$ cat src/rtl/radix4_booth_multiplier.sv
// Sequential 32x32 signed multiplier using radix-4 Booth recoding.
// One operation takes 35 cycles from start acceptance to the return to IDLE.
module radix4_booth_multiplier (
  input  logic        clk,
  input  logic        rst_b,
  input  logic        start,
  input  logic [31:0] X,
  input  logic [31:0] Y,
  output logic        busy,
  output logic        done,
  output logic [63:0] product
);

  // Handshake: start is a request that is taken only on an edge where the
  // FSM sits in IDLE (busy=0); X and Y are captured on that same edge.
  // The start, X and Y inputs are not looked at again until the next IDLE.
  typedef enum logic [4:0] {
    IDLE  = 5'b00001,
    LOAD  = 5'b00010,
    ADD   = 5'b00100,
    SHIFT = 5'b01000,
    DONE  = 5'b10000
  } state_t;

  state_t      state;
  logic [31:0] x_cap;
  logic [31:0] y_cap;
  logic [33:0] a;
  logic [33:0] m;
  logic [31:0] q;
  logic        q_m1;
  logic [3:0]  cnt;

  logic [33:0] mag;
  logic        neg;
  logic [33:0] addend;
  logic [33:0] a_sum;
  logic [68:0] shift_in;
  logic [66:0] shifted;

  // Booth digit selection from the low multiplier pair plus the previous bit.
  always_comb begin
    mag = '0;
    neg = 1'b0;
    case ({q[1:0], q_m1})
      3'b001, 3'b010: begin mag = m;               neg = 1'b0; end
      3'b011:         begin mag = {m[32:0], 1'b0}; neg = 1'b0; end
      3'b100:         begin mag = {m[32:0], 1'b0}; neg = 1'b1; end
      3'b101, 3'b110: begin mag = m;               neg = 1'b1; end
      default:        begin mag = '0;              neg = 1'b0; end
    endcase
  end

  // Subtraction is A + ~D + 1; the carry out of bit 33 is simply dropped.
  always_comb begin
    addend   = neg ? ~mag : mag;
    a_sum    = a + addend + {33'd0, neg};
    shift_in = {a[33], a[33], a, q, q_m1};
    shifted  = shift_in[68:2];
  end

  always_ff @(posedge clk or negedge rst_b) begin
    if (!rst_b) begin
      state   <= IDLE;
      x_cap   <= '0;
      y_cap   <= '0;
      a       <= '0;
      m       <= '0;
      q       <= '0;
      q_m1    <= 1'b0;
      cnt     <= '0;
      product <= '0;
      busy    <= 1'b0;
      done    <= 1'b0;
    end else begin
      case (state)
        IDLE: begin
          done <= 1'b0;
          if (start) begin
            x_cap <= X;
            y_cap <= Y;
            state <= LOAD;
            busy  <= 1'b1;
          end else begin
            busy <= 1'b0;
          end
        end
        LOAD: begin
          a     <= '0;
          q     <= y_cap;
          q_m1  <= 1'b0;
          m     <= {{2{x_cap[31]}}, x_cap};
          cnt   <= '0;
          state <= ADD;
        end
        ADD: begin
          a     <= a_sum;
          state <= SHIFT;
        end
        SHIFT: begin
          a    <= shifted[66:33];
          q    <= shifted[32:1];
          q_m1 <= shifted[0];
          cnt  <= cnt + 4'd1;
          if (cnt == 4'd15) begin
            // The low 64 bits of the 66-bit {A,Q} hold the full product.
            product <= {shifted[64:33], shifted[32:1]};
            done    <= 1'b1;
            state   <= DONE;
          end else begin
            state <= ADD;
          end
        end
        DONE: begin
          done  <= 1'b0;
          busy  <= 1'b0;
          state <= IDLE;
        end
        default: begin
          done  <= 1'b0;
          busy  <= 1'b0;
          state <= IDLE;
        end
      endcase
    end
  end

endmodule

$ cat config.mk
export PLATFORM = sky130hd
export DESIGN_NAME = radix4_booth_multiplier
export DESIGN_NICKNAME = d
export VERILOG_FILES = /design/src/rtl/radix4_booth_multiplier.sv
export SDC_FILE = /design/constraint.sdc
export NUM_CORES = 1
export LEC_CHECK = 0
export CAP_MARGIN = 0
export CORE_AREA = 5 5 206 208
export DETAILED_ROUTE_END_ITERATION = 6
export DIE_AREA = 0 0 211 213
export PLACE_DENSITY_LB_ADDON = 0.25
export SYNTH_ARGS = -nofsm -noshare
export SYNTH_HDL_FRONTEND = slang
export SYNTH_SLANG_ARGS = --single-unit
$ cat constraint.sdc
create_clock -name clk -period 5.1 [get_ports clk]
set_input_delay 1.02 -clock clk [delete_from_list [all_inputs] [get_ports clk]]
set_output_delay 1.02 -clock clk [all_outputs]
set_load 0.02 [all_outputs]
=== Word-level counts from Yosys, hierarchy flattened ===
Index checks and enable logic that the tools add are counted.

* Register bits after elaboration: 238
* Latch bits: 0
* Memory bits (writable): 0
* ROM bits: 0
* Bits of input ports: 67
* Output and inout port bits: 66
* Logic and storage cells: 57
* Memories kept: 0

* Add/subtract/negate cells: 3
* Multiply operators: 0
* Div/mod/pow operators: 0
* Order comparisons: 0
* Eq/ne operators: 13
* Shifts and indexed selects: 0
* Mux-type cells: 14
* Bitwise operators: 3
* Reduce and logical (&&, ||, !) cells: 12

{| class="wikitable"
|+ Operators by type and width
! kind !! count
|-
| case mux 34 bit (3 select lines) || 1
|-
| case mux 34 bit (2 select lines) || 1
|-
| case mux 32 bit (2 select lines) || 1
|-
| adder 34 x 1 -> 34 bit || 1
|-
| adder 34 bit || 1
|-
| two-way mux 34 bit || 1
|-
| inverter 34 bit || 1
|-
| case mux 5 bit (4 select lines) || 1
|-
| two-way mux 5 bit || 2
|-
| equality test 3 bit (second input constant) || 3
|-
| case mux 4 bit (2 select lines) || 1
|-
| AND reduction 2 bit || 4
|-
| equality test 3 x 2 -> 1 bit (second input constant) || 2
|-
| case mux 1 bit (2 select lines) || 3
|-
| OR reduction 3 bit || 2
|-
| equality test 5 x 1 -> 1 bit (second input constant) || 1
|-
| equality test 5 x 2 -> 1 bit (second input constant) || 1
|-
| equality test 5 x 3 -> 1 bit (second input constant) || 1
|-
| equality test 5 x 4 -> 1 bit (second input constant) || 1
|-
| adder 4 x 1 -> 4 bit (second input constant) || 1
|-
| equality test 4 bit (second input constant) || 1
|-
| inequality test 2 bit (second input constant) || 2
|-
| nonzero test 2 bit || 2
|-
| OR reduction 2 bit || 2
|-
| other kinds (5) || 8
|}

=== Logic depth before layout (Yosys ltp) ===
Gate-level depths: netlist (run 1).

* Word-level depth: 8
* Mapped depth: 17

=== Worst setup path after synthesis (run 1) ===
Ideal clock, no wire load.

* Path type: flip-flop to flip-flop
* Start point: reg q[1]
* End point: reg a[33]
* Library setup time: 0.077 ns
* Arrival: 3.468 ns
* Setup slack: 1.554 ns
* Cell stages (with the launch flop): 17
* Path buffers: 3
* Period minus slack after synthesis: 3.546 ns
* Cells stage by stage: dfrtp_1 buf_2 buf_1 xor2_1 a22oi_1 o21ai_0 ha_1 buf_2 a21oi_1 o21ai_1 nor2_1 o2bb2ai_1 a31oi_2 a41oi_1 o41a_1 or4_1 a21oi_1

* Cells in the longest elaborated chain, start to end: 8
* Elaborated cells between the ends (all ways): 16
* Classes of those cells: add/sub (2); eq/ne (6); mux (4); bitwise (1); reduce/logical (3)

{| class="wikitable"
|+ RTL lines
! item !! RTL line !! source
|-
| start, declared || 30 || <nowiki>logic [31:0] q;</nowiki>
|-
| start signal, assigned || 90 || <nowiki>q <= y_cap;</nowiki>
|-
| start signal, assigned || 102 || <nowiki>q <= shifted[32:1];</nowiki>
|-
| equality test 3 bit, or another cell as far along || 45 || <nowiki>case ({q[1:0], q_m1})</nowiki>
|-
| OR reduction 4 bit (no line) / OR reduction 2 bit (equally long branches) || -- ||
|-
| case mux 34 bit (2 select lines) || 45 ||
|-
| inverter 34 bit || 56 || <nowiki>addend = neg ? ~mag : mag;</nowiki>
|-
| two-way mux 34 bit || 56 ||
|-
| adder 34 bit || 57 || <nowiki>a_sum = a + addend + {33'd0, neg};</nowiki>
|-
| adder 34 x 1 -> 34 bit * || 57 ||
|-
| case mux 34 bit (3 select lines) * || 76 || <nowiki>case (state)</nowiki>
|-
| end signal, assigned || 97 || <nowiki>a <= a_sum;</nowiki>
|-
| end signal, assigned || 101 || <nowiki>a <= shifted[66:33];</nowiki>
|-
| end, declared || 28 || <nowiki>logic [33:0] a;</nowiki>
|}

Every way passes the cells marked *; elsewhere a longest branch is shown, timed or not.
A chain may end at the register's enable or synchronous reset.

=== Worst setup path after layout (run 1) ===
Ends and elaborated chain as after synthesis.

==> reports/metrics.yaml, run 1 <==
result_of_the_run: "completed"
fin_nets: 1506
core_area_um2: 40400
max-slew-margin-rel: 0.212
worstPathCellList: "buf_4 > nor2_1 > buf_4 > a22oi_1 > o21ai_0 > ha_1 > a21oi_1 > o21ai_1 > nor2_1 > o2bb2ai_1 > a31oi_2 > a41oi_1 > o41a_1 > or4_1 > a21oi_1"
via_count: 9414
portBuffers: 132
synthesis.area_um2: 11900
global_route.usage.total: 0.142
data_arrival_critical_path_ns: 4.63
cell_count_after_synthesis: 1308
synthAdderAreaFrac: 0.0375
synth_top_cell_by_area: "sky130_fd_sc_hd__dfrtp_1"
synth_ff_type: "sky130_fd_sc_hd__dfrtp_1"
worst_hold_slack_ns: 0.467
globalRoute.busiestLayer: "met1"
drt-vias-per-instance: 4.81
grtUsageMet3: 0.0197
net_sw_frac: 0.373
detail_route.wl_per_cell_um: 16.4
cts-resized-gates: 0
yosys.area_share.simple: 0.184
ant_nets: 0
die_w_um: 211
fp.dieArea_um2: 44900
final_cell_count_no_fill: 1957
cellPowerDensity_nw_per_um2: 543
path_class: "reg2reg"
final_max_slew_viol_count: 0
grt_met1_usage: 0.216
yosysWarnings: 0
count_of_flip_flops_with_a_built_in_enable_after_synthesis: 0
synth_top_family_by_area: "simple AND/OR/NAND/NOR gates"
layout_common_cells: "sky130_fd_sc_hd__nand2_1, sky130_fd_sc_hd__dfrtp_1, sky130_fd_sc_hd__clkdlybuf4s50_1, sky130_fd_sc_hd__o21ai_0, sky130_fd_sc_hd__a22oi_1"
clkLatencyLatePin_ns: 0.55
detailedRoute.firstIterationViolations: 604
mostFrequentLayoutCell: "sky130_fd_sc_hd__nand2_1"
path_buf_inv: 2
cpPeakStageDelay_ns: 0.52
grt-ovfl-total: 0
grt_first_pass_wirelength_um: 52700
cts_buffer_depth: 3
p_leak_nw: 7.17
die_h_um: 213
synth_top_area_share: 0.499
pin_count_of_the_biggest_net_entering_global_routing: 135
cts.htree.levels: 1
power.net_switching_mw: 2.99
grt_use_met2: 0.216
period_share: 0.816
postSynth.asyncResetShare: 1.00
cts_tree: "done"
cts_sinks: 238
design.portCount: 133
report.power.total_mw: 8.02
max-vdd-ir-drop_mv: 0.229
synth_xor_area_frac: 0.0427
postSynthAreaPerCell_um2: 9.09
clock_tree.root_cell: "sky130_fd_sc_hd__clkbuf_16"
p_comb_frac: 0.347
timing.final.crit_period_ns: 4.16
internal_power_mw: 5.03
synth.mux.area_fraction: 0.0600
yosys_register_bits: 238
cpMaxStageDelayCell: "sky130_fd_sc_hd__or4_1"
cts_hold_repair.buffers: 0
areaGrowthSynthToFinish_pct: 24.2
synthDistinctLibCells: 60
hold_viol_final: 0
power.sequential.fraction: 0.370
grt_antenna_before_repair: 0
fin_skew_ns: 0.0105
critPathMaxFanout: 34
setup_viol: 0
synth.area.top_cells: "sky130_fd_sc_hd__dfrtp_1, sky130_fd_sc_hd__nand2_1, sky130_fd_sc_hd__o21ai_0"
critical-path-top-delay-family: "compound AO/OA/AOI/OAI gates"
fmax_mhz: 240
fraction_of_layout_cells_with_a_size_suffix_above_1: 0.0801
numPlacedInstances: 1906
timing_worst_slew_pin_value_ns: 1.18
post_cts.repair.setup_buffers: 0
detail_route.wirelength_um: 32200
placement_rows: 74
initial_core_util: 0.294
max_cap_viol_count: 0
dpl.hpwl_um: 22300
cts.clk_slew.worst_paths_ns: 0.06
rsz_0062_raised_after_global_routing: "false"
ys_seq_area_frac: 0.501
pre_repair_dr_iteration_count: 5
timing.hold.worst.class: "reg2reg"
via_count_of_the_first_global_routing_pass: 9353
cts_made_buffers: 28
synth_compound_gate_area_share: 0.145
clockPowerShare: 0.283
gp_congestion: 0.872
drc_errors: 0
cp.required_ns: 5.57
syn-num-nets: 1410
crit_path_end_kind: "flip-flop"
startpoint_class: "flip-flop"
fin_tns_setup_ns: 0
==> worst paths after layout <==
path / start / to / slack [ns] / cells after the start
max: q[1]$_DFFE_PN0P_ / a[33]$_DFFE_PN0P_ / 0.94 / 15
min: x_cap[19]$_DFFE_PN0P_ / x_cap[19]$_DFFE_PN0P_ / 0.47 / 2
max reg2reg: q[1]$_DFFE_PN0P_ / a[33]$_DFFE_PN0P_ / 0.94 / 15
min reg2reg: x_cap[19]$_DFFE_PN0P_ / x_cap[19]$_DFFE_PN0P_ / 0.47 / 2
max in group asynchronous: rst_b / product[16]$_DFFE_PN0P_ / 3.25 / 2
min in group asynchronous: rst_b / x_cap[8]$_DFFE_PN0P_ / 0.61 / 1
==> stage by stage <==
stage	instance area, µm²	utilization	setup WS [ns]
2_1_floorplan	11900	-	1.55
3_3_place_gp	13700	0.339	1.11
3_5_place_dp	13700	0.339	0.997
4_1_cts	14800	0.366	0.974
5_1_grt	14800	0.366	0.579
6_report	14800	0.366	0.937
==> kinds of logic (layout without fill, tap and decap cells) <==
family,Yosys count,in the layout
adders and majority gates,35,35
other,0,1
DFF,238,238
xor gates and xnor gates,58,58
muxes,67,67
and+or+nand+nor,540,540
buffers and inverters,92,208
AOI/OAI and AO/OA,278,278
==> flip-flops by register name (all words and copies together) (netlist names) <==
signal,flops
x_cap,32
m,32
cnt,4
q_m1,1
done,1
q,32
y_cap,32
a,34
state,5
busy,1
product,64
==> cells in the mapped netlist, types with 3 or more instances <==
master and instances:
sky130_fd_sc_hd__nand4_1 7, sky130_fd_sc_hd__and3_1 9, sky130_fd_sc_hd__o21a_1 4, sky130_fd_sc_hd__a221o_1 4, sky130_fd_sc_hd__o22ai_1 3, sky130_fd_sc_hd__dfrtp_1 237, sky130_fd_sc_hd__nand3_1 13, sky130_fd_sc_hd__clkbuf_1 62
sky130_fd_sc_hd__o211ai_1 6, sky130_fd_sc_hd__ha_1 34, sky130_fd_sc_hd__xnor2_1 10, sky130_fd_sc_hd__o21ai_0 113, sky130_fd_sc_hd__a22oi_1 52, sky130_fd_sc_hd__nor2b_1 6, sky130_fd_sc_hd__a21oi_1 36, sky130_fd_sc_hd__mux2i_1 33
sky130_fd_sc_hd__a21o_1 13, sky130_fd_sc_hd__o21ai_1 10, sky130_fd_sc_hd__inv_1 10, sky130_fd_sc_hd__nor2_1 31, sky130_fd_sc_hd__a211oi_1 4, sky130_fd_sc_hd__buf_1 13, sky130_fd_sc_hd__nand2b_1 4, sky130_fd_sc_hd__nand2_1 450
sky130_fd_sc_hd__xor2_1 48, sky130_fd_sc_hd__and2_1 4, sky130_fd_sc_hd__a32oi_1 6, sky130_fd_sc_hd__buf_2 4, sky130_fd_sc_hd__a31oi_1 8, sky130_fd_sc_hd__or3_1 3, sky130_fd_sc_hd__mux2_2 33
==> cell type report <==
type | count | area (µm²)
fill | 4184 | 25600
tap | 532 | 666
clock inverter | 16 | 267
multi-input combinational | 978 | 5600
antenna | 1 | 2.50
clock buffer | 34 | 795
sequential | 238 | 5960
timing repair buffer | 146 | 1430
inverter | 12 | 45.0
==> worst min-delay path: stages (launching register included) <==
cell,delay (ns)
sky130_fd_sc_hd__dfrtp_1,0.34
sky130_fd_sc_hd__nand2_1,0.05
sky130_fd_sc_hd__nand2_1,0.05
==> routing by layer <==
layer	up-vias	routed length [µm]
li1	4653	-
met5	-	0
met4	0	510
met3	35	1320
met1	4547	16100
met2	179	14200
==> power groups by stage <==
stage	registers (mW)	logic [mW]	clock network, mW
2_1_floorplan	2.79	2.12	0
6_report	2.97	2.78	2.27
3_5_place_dp	3.00	2.78	0
5_1_grt	3.05	3.13	2.42
3_3_place_gp	2.99	2.74	0
4_1_cts	2.97	2.79	2.34
Power figures use the tool's default switching activity.
==> run 2: changes to the inputs <==
==> constraint.sdc (replaced) <==
create_clock -name clk -period 3.6 [get_ports clk]
set_input_delay 0.72 -clock clk [delete_from_list [all_inputs] [get_ports clk]]
set_output_delay 0.72 -clock clk [all_outputs]
set_load 0.02 [all_outputs]
==> run 2 against run 1 <==
Sequential cell count unchanged. Critical path type unchanged. Utilization up 1.6 points. Total power up 48%. Sequential share of layout area down 1.7 points. Cell count up 3.3%. Via count up 4.0%. Clock-buffer cell count up 4. Worst setup slack worse by 0.84 ns.
==> reports/metrics.yaml, run 2 (synthesized netlist as in run 1, its figures left out) <==
cts_sinks: 238  # unchanged
final_max_slew_viol_count: 0  # unchanged
initial_core_util: 0.294  # unchanged
hold_viol_final: 0  # unchanged
drt-vias-per-instance: 4.84  # was 4.81
rsz_0062_raised_after_global_routing: "true"  # was false
design.portCount: 133  # unchanged
cts.htree.levels: 1  # unchanged
p_leak_nw: 7.52  # was 7.17 nW
timing.hold.worst.class: "in2async"  # was reg2reg
cts_tree: "done"  # unchanged
largest-register: "product"  # unchanged
data_arrival_critical_path_ns: 3.98  # was 4.63 ns
clock_tree.root_cell: "sky130_fd_sc_hd__clkbuf_16"  # unchanged
timing.final.crit_period_ns: 3.51  # was 4.16 ns
startpoint_class: "flip-flop"  # unchanged
die_h_um: 213  # unchanged
fp.dieArea_um2: 44900  # unchanged
portBuffers: 132  # unchanged
die_w_um: 211  # unchanged
grt-ovfl-total: 0  # unchanged
drc_errors: 0  # unchanged
cellPowerDensity_nw_per_um2: 770  # was 543 nW/µm²
fmax_mhz: 285  # was 240 MHz
cts_hold_repair.buffers: 0  # unchanged
layout_common_cells: "sky130_fd_sc_hd__nand2_1, sky130_fd_sc_hd__dfrtp_1, sky130_fd_sc_hd__clkdlybuf4s50_1, sky130_fd_sc_hd__o21ai_0, sky130_fd_sc_hd__buf_4"  # was sky130_fd_sc_hd__nand2_1, sky130_fd_sc_hd__dfrtp_1, sky130_fd_sc_hd__clkdlybuf4s50_1, sky130_fd_sc_hd__o21ai_0, sky130_fd_sc_hd__a22oi_1
fin_skew_ns: 0.00734  # was 0.0105 ns
gp_congestion: 0.872  # about the same
fraction_of_layout_cells_with_a_size_suffix_above_1: 0.136  # was 0.0801
max_cap_viol_count: 0  # unchanged
crit_path_end_kind: "flip-flop"  # unchanged
cts.clk_slew.worst_paths_ns: 0.06  # about the same
mostFrequentLayoutCell: "sky130_fd_sc_hd__nand2_1"  # unchanged
detail_route.wl_per_cell_um: 16.5  # was 16.4 µm
largest_register_ffs: 64  # unchanged
detailedRoute.firstIterationViolations: 513  # was 604
dp_worst_setup_slack_ns: -0.0161  # was 0.997 ns
setup_viol: 0  # unchanged
grt_first_pass_wirelength_um: 53400  # was 52700 µm
ant_nets: 0  # unchanged
fin_nets: 1573  # was 1506
critPathMaxFanout: 31  # was 34
biggest_regs: "product x64, a x34"  # unchanged
pin_count_of_the_biggest_net_entering_global_routing: 101  # was 135
num_antenna_cells: 0  # was 1
placement_rows: 74  # unchanged
global_route.usage.total: 0.145  # was 0.142
core_area_um2: 40400  # unchanged
timing_worst_slew_pin_value_ns: 0.992  # was 1.18 ns
r2r_cells: 17  # was 15
postLayoutCellArea_um2: 15400  # was 14800 µm²
areaGrowthSynthToFinish_pct: 29.7  # was 24.2%
timing.final.ws_setup_ns: 0.0947  # was 0.937 ns
detail_route.wirelength_um: 33300  # was 32200 µm
via_count: 9790  # was 9414
via_count_of_the_first_global_routing_pass: 9692  # was 9353
cts_made_buffers: 28  # unchanged
period_share: 0.974  # was 0.816
clkLatencyLatePin_ns: 0.55  # about the same
path_class: "reg2reg"  # unchanged
r2r_setup_slack_ns: 0.09  # was 0.94 ns
max-vdd-ir-drop_mv: 0.417  # was 0.229 mV
worst_hold_slack_ns: 0.174  # was 0.467 ns
cts_buffer_depth: 3  # unchanged
pre_repair_dr_iteration_count: 5  # unchanged
grt_antenna_before_repair: 0  # unchanged
cp.required_ns: 4.08  # was 5.57 ns
result_of_the_run: "completed"  # unchanged
dpl-instance-area_um2: 14200  # was 13700 µm²
max-slew-margin-rel: 0.339  # was 0.212
dpl.hpwl_um: 23500  # was 22300 µm
-- run 2: critical path, stage by stage (launching register included) --
cell and delay [ns]:
sky130_fd_sc_hd__dfrtp_1 0.40, sky130_fd_sc_hd__buf_4 0.13, sky130_fd_sc_hd__nand2_1 0.05, sky130_fd_sc_hd__nor2_1 0.19, sky130_fd_sc_hd__buf_12 0.21, sky130_fd_sc_hd__a22oi_1 0.12, sky130_fd_sc_hd__o21ai_2 0.10, sky130_fd_sc_hd__inv_1 0.09
sky130_fd_sc_hd__fa_2 0.37, sky130_fd_sc_hd__nor2b_2 0.15, sky130_fd_sc_hd__o211ai_1 0.15, sky130_fd_sc_hd__nand2_2 0.16, sky130_fd_sc_hd__a31oi_4 0.11, sky130_fd_sc_hd__o41a_1 0.47, sky130_fd_sc_hd__or2_4 0.27, sky130_fd_sc_hd__a211oi_2 0.21
sky130_fd_sc_hd__a31oi_1 0.06, sky130_fd_sc_hd__o21ai_1 0.15
-- run 2: timing repair --
item	4_1_cts	5_1_grt
gates cloned	0	2
endpoints found under the hold margin	0	0
buffers inserted	0	11
gates resized for setup	2	41
setup endpoints to repair	4	10
pin swaps	0	17
-- run 2: power by group --
part / switching (mW) / internal [mW]
sequential: 0.733 / 3.47
combinational: 2.60 / 2.14
clock: 1.13 / 1.79
-- run 2: final cells by class --
cell class                 instances  area, µm²
inverter                          12       45.0
multi-input combinational        978       5770
timing repair buffer             213       2030
sequential                       238       5960
tap                              532        666
clock inverter                    10        165
clock buffer                      38        778
fill                            4137      25000
-- run 2: path summary, 6_finish.rpt --
kind	start	endpoint
worst max-delay path	q_m1$_DFFE_PN0P_	a[28]$_DFFE_PN0P_
worst min-delay path	rst_b	x_cap[16]$_DFFE_PN0P_
worst max register to register	q_m1$_DFFE_PN0P_	a[28]$_DFFE_PN0P_
worst min register to register	y_cap[31]$_DFFE_PN0P_	y_cap[31]$_DFFE_PN0P_
max in group asynchronous	rst_b	product[22]$_DFFE_PN0P_
min in group clk	y_cap[31]$_DFFE_PN0P_	y_cap[31]$_DFFE_PN0P_
-- run 2: routing by layer --
metal	global-route usage	vias to the layer above	part of all wire
met1	0.212	4768	0.49
li1	-	4795	-
met4	0.0371	0	0.018
met3	0.0259	40	0.047
met2	0.222	187	0.45
met5	0	-	0
-- run 2: through the flow --
| step | cells | power, mW | utilization | TNS [ns] |
|---|---|---|---|---|
| 5_1_grt | 2021 | 12.7 | 0.382 | -0.115 |
| 6_report | 2021 | 11.9 | 0.382 | 0 |
| 2_1_floorplan | 1308 | 6.96 | - | 0 |
| 3_5_place_dp | 1960 | 8.70 | 0.351 | -0.0223 |
| 3_3_place_gp | 1960 | 8.62 | 0.351 | 0 |
| 4_1_cts | 2008 | 11.7 | 0.374 | 0 |
==> run 3: changes to the inputs <==
--- a/config.mk
+++ b/config.mk
@@ -6,9 +6,9 @@
 export NUM_CORES = 1
 export LEC_CHECK = 0
 export CAP_MARGIN = 0
-export CORE_AREA = 5 5 206 208
+export CORE_AREA = 5 5 147 290
 export DETAILED_ROUTE_END_ITERATION = 6
-export DIE_AREA = 0 0 211 213
+export DIE_AREA = 0 0 152 295
 export PLACE_DENSITY_LB_ADDON = 0.25
 export SYNTH_ARGS = -nofsm -noshare
 export SYNTH_HDL_FRONTEND = slang
==> run 3 against run 2 <==
Cell area increased by 0.50%. Combinational power increased by 3%. Highest routed layer unchanged. Utilization increased by 0.47 points. Sequential share of layout area decreased by 0.17 points. Routed wire length increased by 8.0%. Via count increased by 1.1%. First-iteration DRC count decreased by 35%. Clock power decreased by 17%. Largest power group unchanged. Critical endpoint is now a[33]$_DFFE_PN0P_. Clock-buffer cell count decreased by 8. Die area decreased by 0.23%. Sequential power about the same. Total power decreased by 3.1%.
==> reports/metrics.yaml, run 3 (synthesized netlist as in run 1, its figures left out) <==
result_of_the_run: "completed"  # unchanged
clkLatencyLatePin_ns: 0.53  # was 0.55 ns
global_route.usage.total: 0.155  # was 0.145
via_count: 9900  # was 9790
pre_repair_dr_iteration_count: 4  # was 5
max-slew-margin-rel: 0.277  # was 0.339
fill_cell_instance_count_of_the_final_layout: 4199  # was 4137
pin_count_of_the_biggest_net_entering_global_routing: 74  # was 101
multi_input_comb_area_um2: 5800  # was 5770 µm²
timing_worst_slew_pin_value_ns: 1.08  # was 0.992 ns
areaGrowthSynthToFinish_pct: 30.4  # was 29.7%
gp_congestion: 0.902  # was 0.872
grt_antenna_before_repair: 0  # unchanged
rr_endpoint: "a[33]$_DFFE_PN0P_"  # was a[28]$_DFFE_PN0P_
cts_made_buffers: 22  # was 28
worst_hold_slack_ns: 0.162  # was 0.174 ns
r2r_setup_slack_ns: 0.1  # was 0.09 ns
path_class: "reg2reg"  # unchanged
layout_common_cells: "sky130_fd_sc_hd__nand2_1, sky130_fd_sc_hd__dfrtp_1, sky130_fd_sc_hd__clkdlybuf4s50_1, sky130_fd_sc_hd__buf_4, sky130_fd_sc_hd__o21ai_0"  # was sky130_fd_sc_hd__nand2_1, sky130_fd_sc_hd__dfrtp_1, sky130_fd_sc_hd__clkdlybuf4s50_1, sky130_fd_sc_hd__o21ai_0, sky130_fd_sc_hd__buf_4
critPathMaxFanout: 17  # was 31
fin_nets: 1602  # was 1573
timing.hold.worst.class: "in2async"  # unchanged
dpl-instance-area_um2: 14500  # was 14200 µm²
dpl.hpwl_um: 26100  # was 23500 µm
fin_tns_setup_ns: 0  # unchanged
drc_errors: 0  # unchanged
grt_first_pass_wirelength_um: 56800  # was 53400 µm
postLayoutCellArea_um2: 15500  # was 15400 µm²
die_h_um: 295  # was 213 µm
period_share: 0.973  # was 0.974
final_max_slew_viol_count: 0  # unchanged
cts.clk_slew.worst_paths_ns: 0.07  # was 0.06 ns
hold_viol_final: 0  # unchanged
clock_tree.root_cell: "sky130_fd_sc_hd__clkbuf_16"  # unchanged
fin_skew_ns: 0.0141  # was 0.00734 ns
cts.htree.levels: 1  # unchanged
via_count_of_the_first_global_routing_pass: 10500  # was 9692
fp.dieArea_um2: 44800  # was 44900 µm²
startpoint_class: "flip-flop"  # unchanged
detailedRoute.firstIterationViolations: 331  # was 513
setup_viol: 0  # unchanged
ant_nets: 0  # unchanged
reg2reg_start: "q[1]$_DFFE_PN0P_"  # was q_m1$_DFFE_PN0P_
largest_register_ffs: 64  # unchanged
r2r_cells: 14  # was 17
max-vdd-ir-drop_mv: 0.398  # was 0.417 mV
portBuffers: 132  # unchanged
largest-register: "product"  # unchanged
detail_route.wl_per_cell_um: 17.6  # was 16.5 µm
timing.final.crit_period_ns: 3.50  # was 3.51 ns
cp.required_ns: 4.05  # was 4.08 ns
cts_sinks: 238  # unchanged
report.power.total_mw: 11.5  # was 11.9 mW
design.portCount: 133  # unchanged
fraction_of_layout_cells_with_a_size_suffix_above_1: 0.155  # was 0.136
initial_core_util: 0.297  # was 0.294
cts_buffer_depth: 3  # unchanged
cts_hold_repair.buffers: 0  # unchanged
num_antenna_cells: 0  # unchanged
cellPowerDensity_nw_per_um2: 742  # was 770 nW/µm²
detail_route.wirelength_um: 36000  # was 33300 µm
crit_path_end_kind: "flip-flop"  # unchanged
biggest_regs: "product x64, a x34"  # unchanged
core_area_um2: 40100  # was 40400 µm²
fmax_mhz: 286  # was 285 MHz
cts_tree: "done"  # unchanged
die_w_um: 152  # was 211 µm
combined_flip_flop_and_latch_cell_area_um2: 5960  # about the same
p_leak_nw: 7.57  # was 7.52 nW
placement_rows: 104  # was 74
grt-ovfl-total: 0  # unchanged
drt-vias-per-instance: 4.84  # about the same
max_cap_viol_count: 0  # unchanged
mostFrequentLayoutCell: "sky130_fd_sc_hd__nand2_1"  # unchanged
rsz_0062_raised_after_global_routing: "true"  # unchanged
data_arrival_critical_path_ns: 3.95  # was 3.98 ns
[run 3: changes by cell type in the layout (fill, tap and decap cells not counted), moves of 3 or more]
cell / previous run / this run
sky130_fd_sc_hd__buf_6: 0 / 4
sky130_fd_sc_hd__clkbuf_16: 30 / 24
sky130_fd_sc_hd__buf_4: 74 / 104
sky130_fd_sc_hd__a22oi_1: 52 / 48
sky130_fd_sc_hd__o21ai_0: 102 / 96
sky130_fd_sc_hd__a22oi_2: 1 / 5
sky130_fd_sc_hd__dfrtp_2: 0 / 3
sky130_fd_sc_hd__dfrtp_1: 237 / 234
sky130_fd_sc_hd__o21ai_1: 17 / 22
[run 3: worst max-delay path: stages (launching register included)]
cell and delay, ns:
sky130_fd_sc_hd__dfrtp_2 0.43, sky130_fd_sc_hd__inv_2 0.05, sky130_fd_sc_hd__or3_4 0.44, sky130_fd_sc_hd__buf_6 0.18, sky130_fd_sc_hd__o21ai_1 0.14, sky130_fd_sc_hd__ha_1 0.24, sky130_fd_sc_hd__nand2_1 0.07, sky130_fd_sc_hd__o21ai_1 0.19
sky130_fd_sc_hd__nor2_1 0.10, sky130_fd_sc_hd__buf_4 0.15, sky130_fd_sc_hd__a31oi_4 0.21, sky130_fd_sc_hd__a41oi_2 0.17, sky130_fd_sc_hd__o41a_1 0.36, sky130_fd_sc_hd__or4_4 0.54, sky130_fd_sc_hd__a21oi_2 0.14
[run 3: power by group]
group | leakage, nW | internal [mW] | switching, mW | total, mW
logic | 4.09 | 2.26 | 2.60 | 4.86
clock network | 0.358 | 1.37 | 1.04 | 2.41
registers | 3.12 | 3.47 | 0.760 | 4.23
total | 7.57 | 7.10 | 4.40 | 11.5
[run 3: worst max-delay path by stage]
stage	start	to	slack, ns
CTS	q[0]$_DFFE_PN0P_	a[33]$_DFFE_PN0P_	0.005
finish	q[1]$_DFFE_PN0P_	a[33]$_DFFE_PN0P_	0.1
global placement	q_m1$_DFFE_PN0P_	a[30]$_DFFE_PN0P_	-0.12
floorplan	q[1]$_DFFE_PN0P_	a[33]$_DFFE_PN0P_	0.05
global route	q[0]$_DFFE_PN0P_	a[33]$_DFFE_PN0P_	-0.04
detailed placement	q_m1$_DFFE_PN0P_	a[30]$_DFFE_PN0P_	-0.17
[run 3: layout make-up]
| class | count | area share |
|---|---|---|
| clock inverters | 8 | 0.00598 |
| clock buffers | 30 | 0.0408 |
| inverters | 12 | 0.00291 |
| well taps | 530 | 0.0428 |
| repair buffers | 248 | 0.149 |
| multi-input cells | 978 | 0.374 |
| flip-flops and latches | 238 | 0.385 |
[run 3: per-layer routing]
metal | share of wire | track usage
met1 | 0.37 | 0.160
met2 | 0.57 | 0.319
met3 | 0.032 | 0.0204
met4 | 0.026 | 0.0503
met5 | 0 | 0
[run 3: what timing repair did]
item,4_1_cts,5_1_grt
hold endpoints to repair,0,0
pin swaps,2,19
setup endpoints to repair,4,11
resized for setup,12,55
setup buffers,0,7
cloned,0,2
[run 3: metrics by stage]
stage	utilization	setup WS [ns]	std cells
after floorplan	-	0.0544	1308
after global placement	0.361	-0.116	1998
after detailed placement	0.361	-0.167	1998
after CTS	0.380	0.00522	2036
after global routing	0.387	-0.0404	2044
final	0.387	0.0986	2044
